<file path="config.mk">
export PLATFORM = sky130hd
export DESIGN_NAME = ac97_cra_queue
export DESIGN_NICKNAME = d
export VERILOG_FILES = /design/src/rtl/ac97_cra_queue.sv
export SDC_FILE = /design/constraint.sdc
export NUM_CORES = 1
export LEC_CHECK = 0
export ABC_AREA = 1
export BUFFER_PORTS_ARGS = -buffer_cell sky130_fd_sc_hd__buf_2
export CORE_ASPECT_RATIO = 1.1
export CORE_MARGIN = 2
export CORE_UTILIZATION = 50
export CTS_BUF_LIST = sky130_fd_sc_hd__clkbuf_8
export CTS_CLUSTER_SIZE = 25
export DETAILED_ROUTE_END_ITERATION = 7
export HOLD_SLACK_MARGIN = 0.03
export PLACE_DENSITY = 0.74
export SYNTH_ARGS = -nofsm -noshare
export SYNTH_HDL_FRONTEND = slang
export SYNTH_SLANG_ARGS = --single-unit
</file>
<file path="constraint.sdc">
create_clock -name clk -period 2.7 [get_ports clk]
set_clock_uncertainty 0.2 [all_clocks]
set_input_delay 0.135 -clock clk [delete_from_list [all_inputs] [get_ports clk]]
set_output_delay 0.135 -clock clk [all_outputs]
set_load 0.01 [all_outputs]
</file>
<file path="src/rtl/ac97_cra_queue.sv">
// ac97_cra_queue: queued AC97 codec register access engine, one command per frame on slots 1/2
// Ports:
//   clk, rst              clock, synchronous active-high reset
//   cmd_we, cmd_din       command push: [31]=read, [22:16]=register index, [15:0]=write data
//   cmd_full, cmd_level   registered FIFO status (level excludes the command in flight)
//   cmd_drop              one-cycle pulse after a push was refused because the FIFO was full
//   valid                 frame slot-valid window from the codec interface
//   out_slt1, out_slt2    outgoing command/address and write data slots
//   in_slt1, in_slt2      received status address and data slots
//   crac_valid, crac_wr   slots carry a command this frame / that command is a write
//   wr_done               one-cycle pulse once a write has been transmitted
//   rd_valid, rd_data     one-cycle pulse when rd_data captures read data
//   rd_timeout            one-cycle pulse when a read is abandoned
//   busy                  engine is not idle
module ac97_cra_queue #(
    parameter int DEPTH          = 4,
    parameter int AW             = 2,
    parameter int TIMEOUT_FRAMES = 4,
    parameter bit ADDR_CHECK     = 1'b1
) (
    input  logic          clk,
    input  logic          rst,
    input  logic          cmd_we,
    input  logic [31:0]   cmd_din,
    output logic          cmd_full,
    output logic [AW:0]   cmd_level,
    output logic          cmd_drop,
    input  logic          valid,
    output logic [19:0]   out_slt1,
    output logic [19:0]   out_slt2,
    input  logic [19:0]   in_slt1,
    input  logic [19:0]   in_slt2,
    output logic          crac_valid,
    output logic          crac_wr,
    output logic          wr_done,
    output logic          rd_valid,
    output logic [15:0]   rd_data,
    output logic          rd_timeout,
    output logic          busy
);
    localparam logic [1:0]  IDLE       = 2'd0;
    localparam logic [1:0]  ARM        = 2'd1;
    localparam logic [1:0]  SEND       = 2'd2;
    localparam logic [1:0]  RD_WAIT    = 2'd3;
    localparam logic [AW:0] FULL_LVL   = (AW+1)'(DEPTH);
    localparam logic [7:0]  LAST_FRAME = 8'(TIMEOUT_FRAMES - 1);

    // Commands are stored compactly as {read, index[6:0], data[15:0]}
    logic [23:0]   mem [DEPTH];
    logic [23:0]   cmd_q;
    logic [AW-1:0] wp, rp;
    logic [1:0]    state;
    logic [7:0]    fcnt;
    logic          valid_r, valid_pe, valid_ne;
    logic          push, pop, rd_cmd, rd_match;
    logic          unused_bits;

    assign unused_bits = ^{cmd_din[30:23], in_slt1[19], in_slt1[11:0], in_slt2[3:0]};
    assign valid_pe    = valid & ~valid_r;
    assign valid_ne    = ~valid & valid_r;
    assign push        = cmd_we & ~cmd_full;
    // Popping only outside the valid window keeps a command from starting mid-frame
    assign pop         = (state == IDLE) & (cmd_level != '0) & ~valid;
    assign rd_cmd      = cmd_q[23];
    assign rd_match    = !ADDR_CHECK || (in_slt1[18:12] == cmd_q[22:16]);
    assign out_slt1    = {rd_cmd, cmd_q[22:16], 12'h0};
    assign out_slt2    = {rd_cmd ? 16'h0 : cmd_q[15:0], 4'h0};
    assign crac_valid  = (state == ARM) | (state == SEND);
    assign crac_wr     = crac_valid & ~rd_cmd;
    assign busy        = state != IDLE;

    always_ff @(posedge clk)
        if (push) mem[wp] <= {cmd_din[31], cmd_din[22:0]};

    always_ff @(posedge clk) begin
        if (rst) begin
            wp         <= '0;
            rp         <= '0;
            cmd_level  <= '0;
            cmd_full   <= 1'b0;
            cmd_drop   <= 1'b0;
            cmd_q      <= '0;
            state      <= IDLE;
            fcnt       <= '0;
            valid_r    <= 1'b0;
            wr_done    <= 1'b0;
            rd_valid   <= 1'b0;
            rd_data    <= '0;
            rd_timeout <= 1'b0;
        end else begin
            valid_r    <= valid;
            cmd_drop   <= cmd_we & cmd_full;
            wr_done    <= 1'b0;
            rd_valid   <= 1'b0;
            rd_timeout <= 1'b0;
            if (push) wp <= wp + 1'b1;
            if (pop) begin
                cmd_q <= mem[rp];
                rp    <= rp + 1'b1;
            end
            if (push & ~pop) begin
                cmd_level <= cmd_level + 1'b1;
                cmd_full  <= cmd_level == FULL_LVL - 1'b1;
            end else if (pop & ~push) begin
                cmd_level <= cmd_level - 1'b1;
                cmd_full  <= 1'b0;
            end
            case (state)
                IDLE:    if (pop) state <= ARM;
                ARM:     if (valid_pe) state <= SEND;
                SEND:
                    if (valid_ne) begin
                        if (rd_cmd) begin
                            fcnt  <= '0;
                            state <= RD_WAIT;
                        end else begin
                            wr_done <= 1'b1;
                            state   <= IDLE;
                        end
                    end
                RD_WAIT:
                    // Received slots of the frame that just ended are valid on its falling edge
                    if (valid_ne) begin
                        if (rd_match) begin
                            rd_data  <= in_slt2[19:4];
                            rd_valid <= 1'b1;
                            state    <= IDLE;
                        end else if (fcnt == LAST_FRAME) begin
                            rd_timeout <= 1'b1;
                            state      <= IDLE;
                        end else if (fcnt != 8'hff) begin
                            fcnt <= fcnt + 8'd1;
                        end
                    end
                default: state <= IDLE;
            endcase
        end
    end
endmodule

</file>
After elaboration in Yosys (flattened, before gate mapping). Memory sizes are Yosys's and may differ from the RTL's. A register that Yosys moved wholly into a read port is not among the register bits. Index checks and enable logic that the tools add are counted.

Register bits: 39. RAM bits: 96. Input bits: 76. Output and inout port bits: 67. Word-level logic and storage cells: 89. Memories: 1.

$add $sub $neg: 5. Equal/unequal tests: 16. Mux-type cells: 25. Bitwise logic cells: 19. Reductions and logical operators: 11.

Memory list: mem (words 4, bits a word 24, rd ports 1, clocked after Yosys merged registers in 1, wr ports 1, line 49) `logic [23:0] mem [DEPTH];`.

Operator list (number): $mux W8 (6); $mux W16 (1); $ne A2 B2 Y1 const B (8); $pmux W8 S2 (1); $mux W2 (7); $and A1 B1 Y1 (9); $not A1 Y1 (9); $add A8 B1 Y8 const B (1); $eq A8 B2 Y1 const B (1); $ne A8 B8 Y1 const B (1); $pmux W2 S4 (1); $eq A7 B7 Y1 (1); $mux W1 (7); $reduce_and A7 Y1 (1); $mux W3 (2); $reduce_bool A2 Y1 (3); $reduce_or A3 Y1 (2); $reduce_and A5 Y1 (1); $add A2 B1 Y2 const B (2); $eq A2 B2 Y1 const B (2); $reduce_or A4 Y1 (1); $add A3 B1 Y3 const B (1); $eq A3 B2 Y1 const B (1); $ne A3 B3 Y1 const B (1); other kinds (6) (6).

Longest topological paths before layout. Gate-level depths: netlist of run 1.

Word-level depth: 6. Mapped depth: 13. Gate-level depth less buffers: 12.

Least setup slack after synthesis of run 1. OpenSTA, ideal clock, no wires.

Kind: reg-to-reg. From: register cmd_full. To: memory mem[0][0] (enable). Library setup time: 0.405 ns. Data arrival time: 1.630 ns. Required time: 2.095 ns. Setup slack: 0.465 ns. Cell stages (with the launch flop): 4. Path buffers: 0. Period minus slack after synthesis: 2.235 ns. Path through: dfxtp_1 > nor2_1 > inv_1 > nor2_1.

Longest elaborated chain between the ends: 4.

RTL lines: from (decl) (line 25) `output logic cmd_full,`; from (signal assigned) (line 103) `cmd_full <= cmd_level == FULL_LVL - 1'b1;`; $not A1 Y1 (line 61) `assign push = cmd_we & ~cmd_full;`; $and A1 B1 Y1 (line 61); net push (line 55) `logic push, pop, rd_cmd, rd_match;`; $mux W1 (line 73) `if (push) mem[wp] <= {cmd_din[31], cmd_din[22:0]};`; $mux W1 (not written as such) (line 73); to (decl) (line 49).

The timed path passes the listed nets, and every way through them passes these cells.

Worst setup path in the final report of run 1.
From: register cmd_q[16] (read register of mem). To: register rd_timeout.

Longest elaborated chain between the ends: 2.

RTL lines: from (decl) (line 50) `logic [23:0] cmd_q;`; $eq A7 B7 Y1 (line 65) `assign rd_match = !ADDR_CHECK || (in_slt1[18:12] == cmd_q[22:16]);`; $reduce_or A4 Y1 (no source line); to (signal assigned) (line 89) `rd_timeout <= 1'b0;`; to (signal assigned) (line 95) `rd_timeout <= 1'b0;`; to (signal assigned) (line 129) `rd_timeout <= 1'b1;`; to (decl) (line 38) `output logic rd_timeout,`.

No other way between the ends. A chain may end at the register's enable or synchronous reset.

==> results of run 1 <==
==> cell usage after synthesis, drive strengths merged, types with 3 or more instances <==
| cell | instances | area, um2 |
|---|---|---|
| a21oi | 17 | 85.08 |
| a31oi | 24 | 150.1 |
| buf | 39 | 284.0 |
| clkbuf | 19 | 72.56 |
| clkinv | 3 | 12.51 |
| dfxtp | 63 | 1261 |
| edfxtp | 96 | 2883 |
| ha | 11 | 137.6 |
| inv | 57 | 214.0 |
| nand2 | 59 | 234.0 |
| nand3 | 14 | 90.09 |
| nand4 | 5 | 31.28 |
| nor2 | 181 | 689.4 |
| nor3 | 3 | 15.01 |
| o21ai | 99 | 495.5 |
==> metal layers <==
metal	part of all wire, %	up-vias	global-route usage, %
met4	3.0	0	11.76
li1	-	2579	-
met5	0	-	0
met1	40	2425	24.33
met3	6.7	34	5.630
met2	50	194	37.79
==> metrics by stage <==
stage | instance area, um2 | util [%] | setup slack (ns)
after global placement | 7318 | 55.39 | 0.4221
final | 8200 | 62.06 | 0.3086
after global routing | 8200 | 62.06 | 0.1484
after floorplan | 6817 | - | 0.4654
after CTS | 8200 | 62.06 | 0.3301
after detailed placement | 7318 | 55.39 | 0.3721
==> flip-flops by register name, summed over array words and instances, names as in the netlist, 2 cells and up <==
signal / flops
wp: 2
cmd_q: 24
cmd_level: 3
mem: 96
rd_data: 16
rp: 2
state: 2
fcnt: 8
==> worst paths after layout <==
check | slack (ns) | endpoint | cells after the start | start
setup reg to reg | 0.31 | rd_timeout | 9 | cmd_q[16]
hold reg to reg | 0.28 | rd_data[12] | 2 | rd_data[12]
setup / recovery | 0.31 | rd_timeout | 9 | cmd_q[16]
hold / removal | 0.12 | rd_valid | 6 | in_slt1[16]
==> cells by family after synthesis <==
family          after synthesis  share of synthesized area [%]
xor+xnor                      2                         0.2592
buf+inv                     118                          8.625
simple gates                266                          16.08
fa+ha+maj                    12                          2.332
compound gates              143                          11.35
other cells                   1                        0.05547
flops                       159                          61.30
==> cell type report <==
type	instances	area, um2
Fill cell	1074	5012
Inverter	60	226.5
Timing Repair Buffer	166	1126
Clock inverter	13	140.1
Multi-Input combinational cell	439	2100
Tap cell	161	201.4
Sequential cell	159	4145
Clock buffer	19	261.5
==> report_power, final <==
group / internal, uW / switching, uW / total [uW]
Sequential: 2830 / 152 / 2980
Clock: 868 / 856 / 1720
Combinational: 610 / 1100 / 1710
==> worst max-delay path, delay by kind of cell (launching register included) <==
| family | cells | cell delay (ns) |
|---|---|---|
| buffers and inverters | 3 | 1.20 |
| AND/OR/NAND/NOR | 6 | 0.47 |
| flip-flops | 1 | 0.42 |
==> repair_timing <==
item,in CTS,in global routing
buffers inserted,0,0
hold buffers,48,0
hold endpoints to repair,124,0
gates resized for setup,0,0
==> flow_summary.yaml, run 1 <==
worst_setup_path:
  cp-start-kind: "register"
  cp_common_cell: "nand2_1"
  critPathArrivalTime_ns: 2.53
  path_class: "reg -> reg"
  crit_slowest_cell: "dlygate4sd3_1"
  crit_path_end_kind: "register"
  slowest_delay_ns: 0.58
  crit_chain: "inv_1 -> nand2_1 -> nand2_1 -> nor2_1 -> dlygate4sd3_1 -> nand2_1 -> nor2_4 -> dlygate4sd3_1 -> nor3_1"
  cp_max_fo: 4
  cp.required_ns: 2.84
sta:
  period_share_pct: 88.57
  hold-worst-slack_ns: 0.1153
  rsz0062_at_grt: "no"
  fmax_mhz: 418.2
  tns_ns: 0
  tightest_slew_ns: 0.6938
  setup_viol: 0
  drv_slew: 0
  period_minus_slack_ns: 2.391
  slew_headroom_pct: 53.70
  hold_viol: 0
clock_network:
  clockBufferDepth: 2
  cts_max_level: 4
  cts_tree: "built"
  insertion_delay_ns: 0.45
  path_clk_slew_ns: 0.08
  cts_buffers: 17
  cts-root-buf: "clkbuf_8"
  cts_num_sinks: 159
routing:
  wl_per_cell_um: 15.00
  vias_per_cell: 5.145
  postRouteAntennaNets: 0
  vias: 5232
  dr.pass1.iters: 4
  wl_mm: 15.26
  drc: 0
  drt-initial-drc-count: 400
logic_synthesis:
  synth_area_um2: 6760
  yosys_warnings: 0
  synth-seq-cells: 159
  yosysSeqAreaShare_pct: 61.30
  synth-edff-count: 96
  syn_inst: 701
  ys.flop_type: "edfxtp_1"
  ys_types: 36
  syn_avg_cell_area_um2: 9.644
  synthArstFlopShare_pct: 0
floorplan:
  core-area_um2: 13210
  row_count: 44
  start_util_pct: 51.16
  die_area_um2: 14470
  die_h_um: 126.0
  die_w_um: 114.9
  io_pins: 143
layout:
  drive_gt1_share_pct: 19.39
  final_cells: 1017
  n_antenna_cell: 0
  syn_to_final_growth_pct: 21.30
  final_nets: 931
  final_common_cell: "nor2_1"
  layout_common_cells: "nor2_1, buf_2, o21ai_0"
global_route:
  first_global_vias: 5226
  antenna_found_initial: 0
  grt_use_total_pct: 21.81
  grt_max_degree: 50
  grt_pass1_wl_mm: 24.22
  gr-total-overflow: 0
status:
  outcome: "completed"
flow_run:
  maxCapViolCount: 0
worst_hold_path:
  hold_path_class: "in -> reg"
pwr:
  p_total_uw: 6417
  cellPowerDensity_nw_per_um2: 782.5
  p_leak_uw: 0.003363
  vdd_drop_max_v: 0.0004884
placed_design:
  placedCellCount: 937
  dp_hpwl_mm: 9.510
  place_congestion: 0.8018
  portBuffers: 101
Power figures use the tool's default switching activity.
==> inputs of run 2 (changes only) <==
CTS_CLUSTER_SIZE = 40   (was 25)
PLACE_DENSITY = 0.72   (was 0.74)
clock period = 2.42 ns   (was 2.7 ns; I/O delays follow)
==> run 2 against run 1 <==
Against the previous run:
- die area unchanged
- routed wire length fell by 4.2%
- clock-buffer cell count decreased by 2
- via count fell by 2.0%
- combinational power grew 9%
- flip-flop and latch count did not move
- final area is 0.34% lower
- hold slack got worse by 0.053 ns
- clock power up 15%
- register-to-register slack worse by 0.14 ns
==> flow_summary.yaml, run 2 (same netlist as run 1, synthesis figures left out) <==
layout:
  largest_register_ff_count: 96
  drive_gt1_share_pct: 19.32
  n_antenna_cell: 0
  syn_to_final_growth_pct: 20.90
  n_fill_cell: 1077
  final_nets: 925
  top_register: "mem"
  layout_common_cells: "nor2_1, buf_2, o21ai_0"
  multi_input_area_um2: 2100
  final_common_cell: "nor2_1"
  seqCellArea_um2: 4146
  final_cells: 1010
  reg_top3: "mem (96), cmd_q (24), rd_data (16)"
routing:
  wl_per_cell_um: 14.47
  vias: 5129
  drc: 0
  drt-initial-drc-count: 336
  dr.pass1.iters: 5
  postRouteAntennaNets: 0
  wl_mm: 14.62
  vias_per_cell: 5.078
worst_setup_path:
  crit_path_end_kind: "register"
  cp-endpoint: "cmd_level[2]"
  critPathArrivalTime_ns: 2.40
  startpoint: "state[1]"
  cp.required_ns: 2.57
  r2r-end: "cmd_level[2]"
  cp-start-kind: "register"
  r2r_slack_ns: 0.17
  path_class: "reg -> reg"
  rr_worst_depth: 10
  cp_max_fo: 5
  rr_startpoint: "state[1]"
global_route:
  grt_pass1_wl_mm: 22.90
  grt_use_total_pct: 20.64
  gr-total-overflow: 0
  first_global_vias: 4904
  antenna_found_initial: 0
  grt_max_degree: 50
pwr:
  power_frac_comb_pct: 25.9
  seqPwrFrac_pct: 46.8
  internal_power_uw: 4859
  p_leak_uw: 0.003329
  swShare_pct: 32.43
  pwr-share-clk_pct: 27.3
  cellPowerDensity_nw_per_um2: 879.8
  vdd_drop_max_v: 0.0005221
  power.switching_uw: 2332
clock_network:
  cts_num_sinks: 159
  clockBufferDepth: 2
  insertion_delay_ns: 0.46
  cts-root-buf: "clkbuf_8"
  cts_max_level: 4
  cts_buffers: 17
  cts_tree: "built"
  path_clk_slew_ns: 0.08
placed_design:
  place_congestion: 0.8072
  dp_hpwl_mm: 9.070
  placedCellCount: 934
  portBuffers: 101
sta:
  period_minus_slack_ns: 2.251
  setup_viol: 0
  hold_viol: 0
  drv_slew: 0
  fmax_mhz: 444.3
  tns_ns: 0
  period_share_pct: 93.01
  rsz0062_at_grt: "no"
worst_hold_path:
  hold_start: "in_slt1[14]"
  hold_path_class: "in -> reg"
floorplan:
  io_pins: 143
  die_area_um2: 14470
  die_h_um: 126.0
  start_util_pct: 51.16
  die_w_um: 114.9
  core-area_um2: 13210
  row_count: 44
flow_run:
  maxCapViolCount: 0
status:
  outcome: "completed"
run 2: cell types whose count changed in the layout (fill, tap and decap cells not counted), sizes merged:
cell / previous run / this run
inv: 60 / 59
clkinvlp: 5 / 6
bufinv: 2 / 3
clkbuf: 19 / 17
buf: 118 / 115
dlygate4sd3: 48 / 45
run 2: stage by stage:
stage	setup WS (ns)	hold WS, ns	utilization (%)	power [uW]	area (um2)
2_1_floorplan	0.1854	0.01987	-	4641	6817
3_3_place_gp	0.2190	0.1280	55.41	5155	7321
3_5_place_dp	0.1732	0.1368	55.41	5228	7321
4_1_cts	0.1581	0.04856	61.85	7231	8172
5_1_grt	0.001066	0.1007	61.86	7613	8173
6_report	0.1693	0.06189	61.86	7191	8173
run 2: worst min-delay path by stage:
stage	to	slack, ns	depth (start not counted)
2_1_floorplan	mem[0][0]	0.02	0
3_3_place_gp	mem[3][15]	0.13	1
3_5_place_dp	mem[3][4]	0.14	1
4_1_cts	rd_timeout	0.05	7
5_1_grt	rd_timeout	0.10	7
6_report	rd_timeout	0.06	7
run 2: timing repair:
item | in CTS | in global routing
setup buffers | 0 | 0
endpoints found under the hold margin | 122 | 0
hold buffers | 45 | 0
endpoints found under the setup margin | 0 | 1
resized for setup | 0 | 1
run 2: power by group through the flow:
stage	combinational (uW)	sequential [uW]	clock [uW]
2_1_floorplan	1290	3350	0
3_3_place_gp	1750	3410	0
3_5_place_dp	1800	3420	0
4_1_cts	1870	3360	2000
5_1_grt	2090	3400	2120
6_report	1860	3360	1970
run 2: critical path, cell delays in order (launching register included):
cell and delay (ns):
dfxtp_1 0.38, inv_1 0.11, ha_1 0.23, nand3_1 0.12
ha_1 0.18, inv_1 0.08, fa_1 0.39, a21oi_1 0.14
o21ai_0 0.11, o21ai_0 0.16, a21oi_1 0.06
run 2: routing by layer:
metal | vias up | track usage, % | wire length, um
li1 | 2557 | - | -
met1 | 2410 | 23.32 | 6342
met2 | 145 | 36.89 | 7419
met3 | 17 | 5.053 | 623
met4 | 0 | 8.575 | 230
met5 | - | 0 | 0
run 2: final cells by class:
class                      instances  share of cell area, %
multi-input combinational        439                  25.69
tap                              161                  2.465
clock inverter                    14                  2.036
timing repair buffer             160                  13.44
clock buffer                      17                  2.863
sequential                       159                  50.73
inverter                          60                  2.771
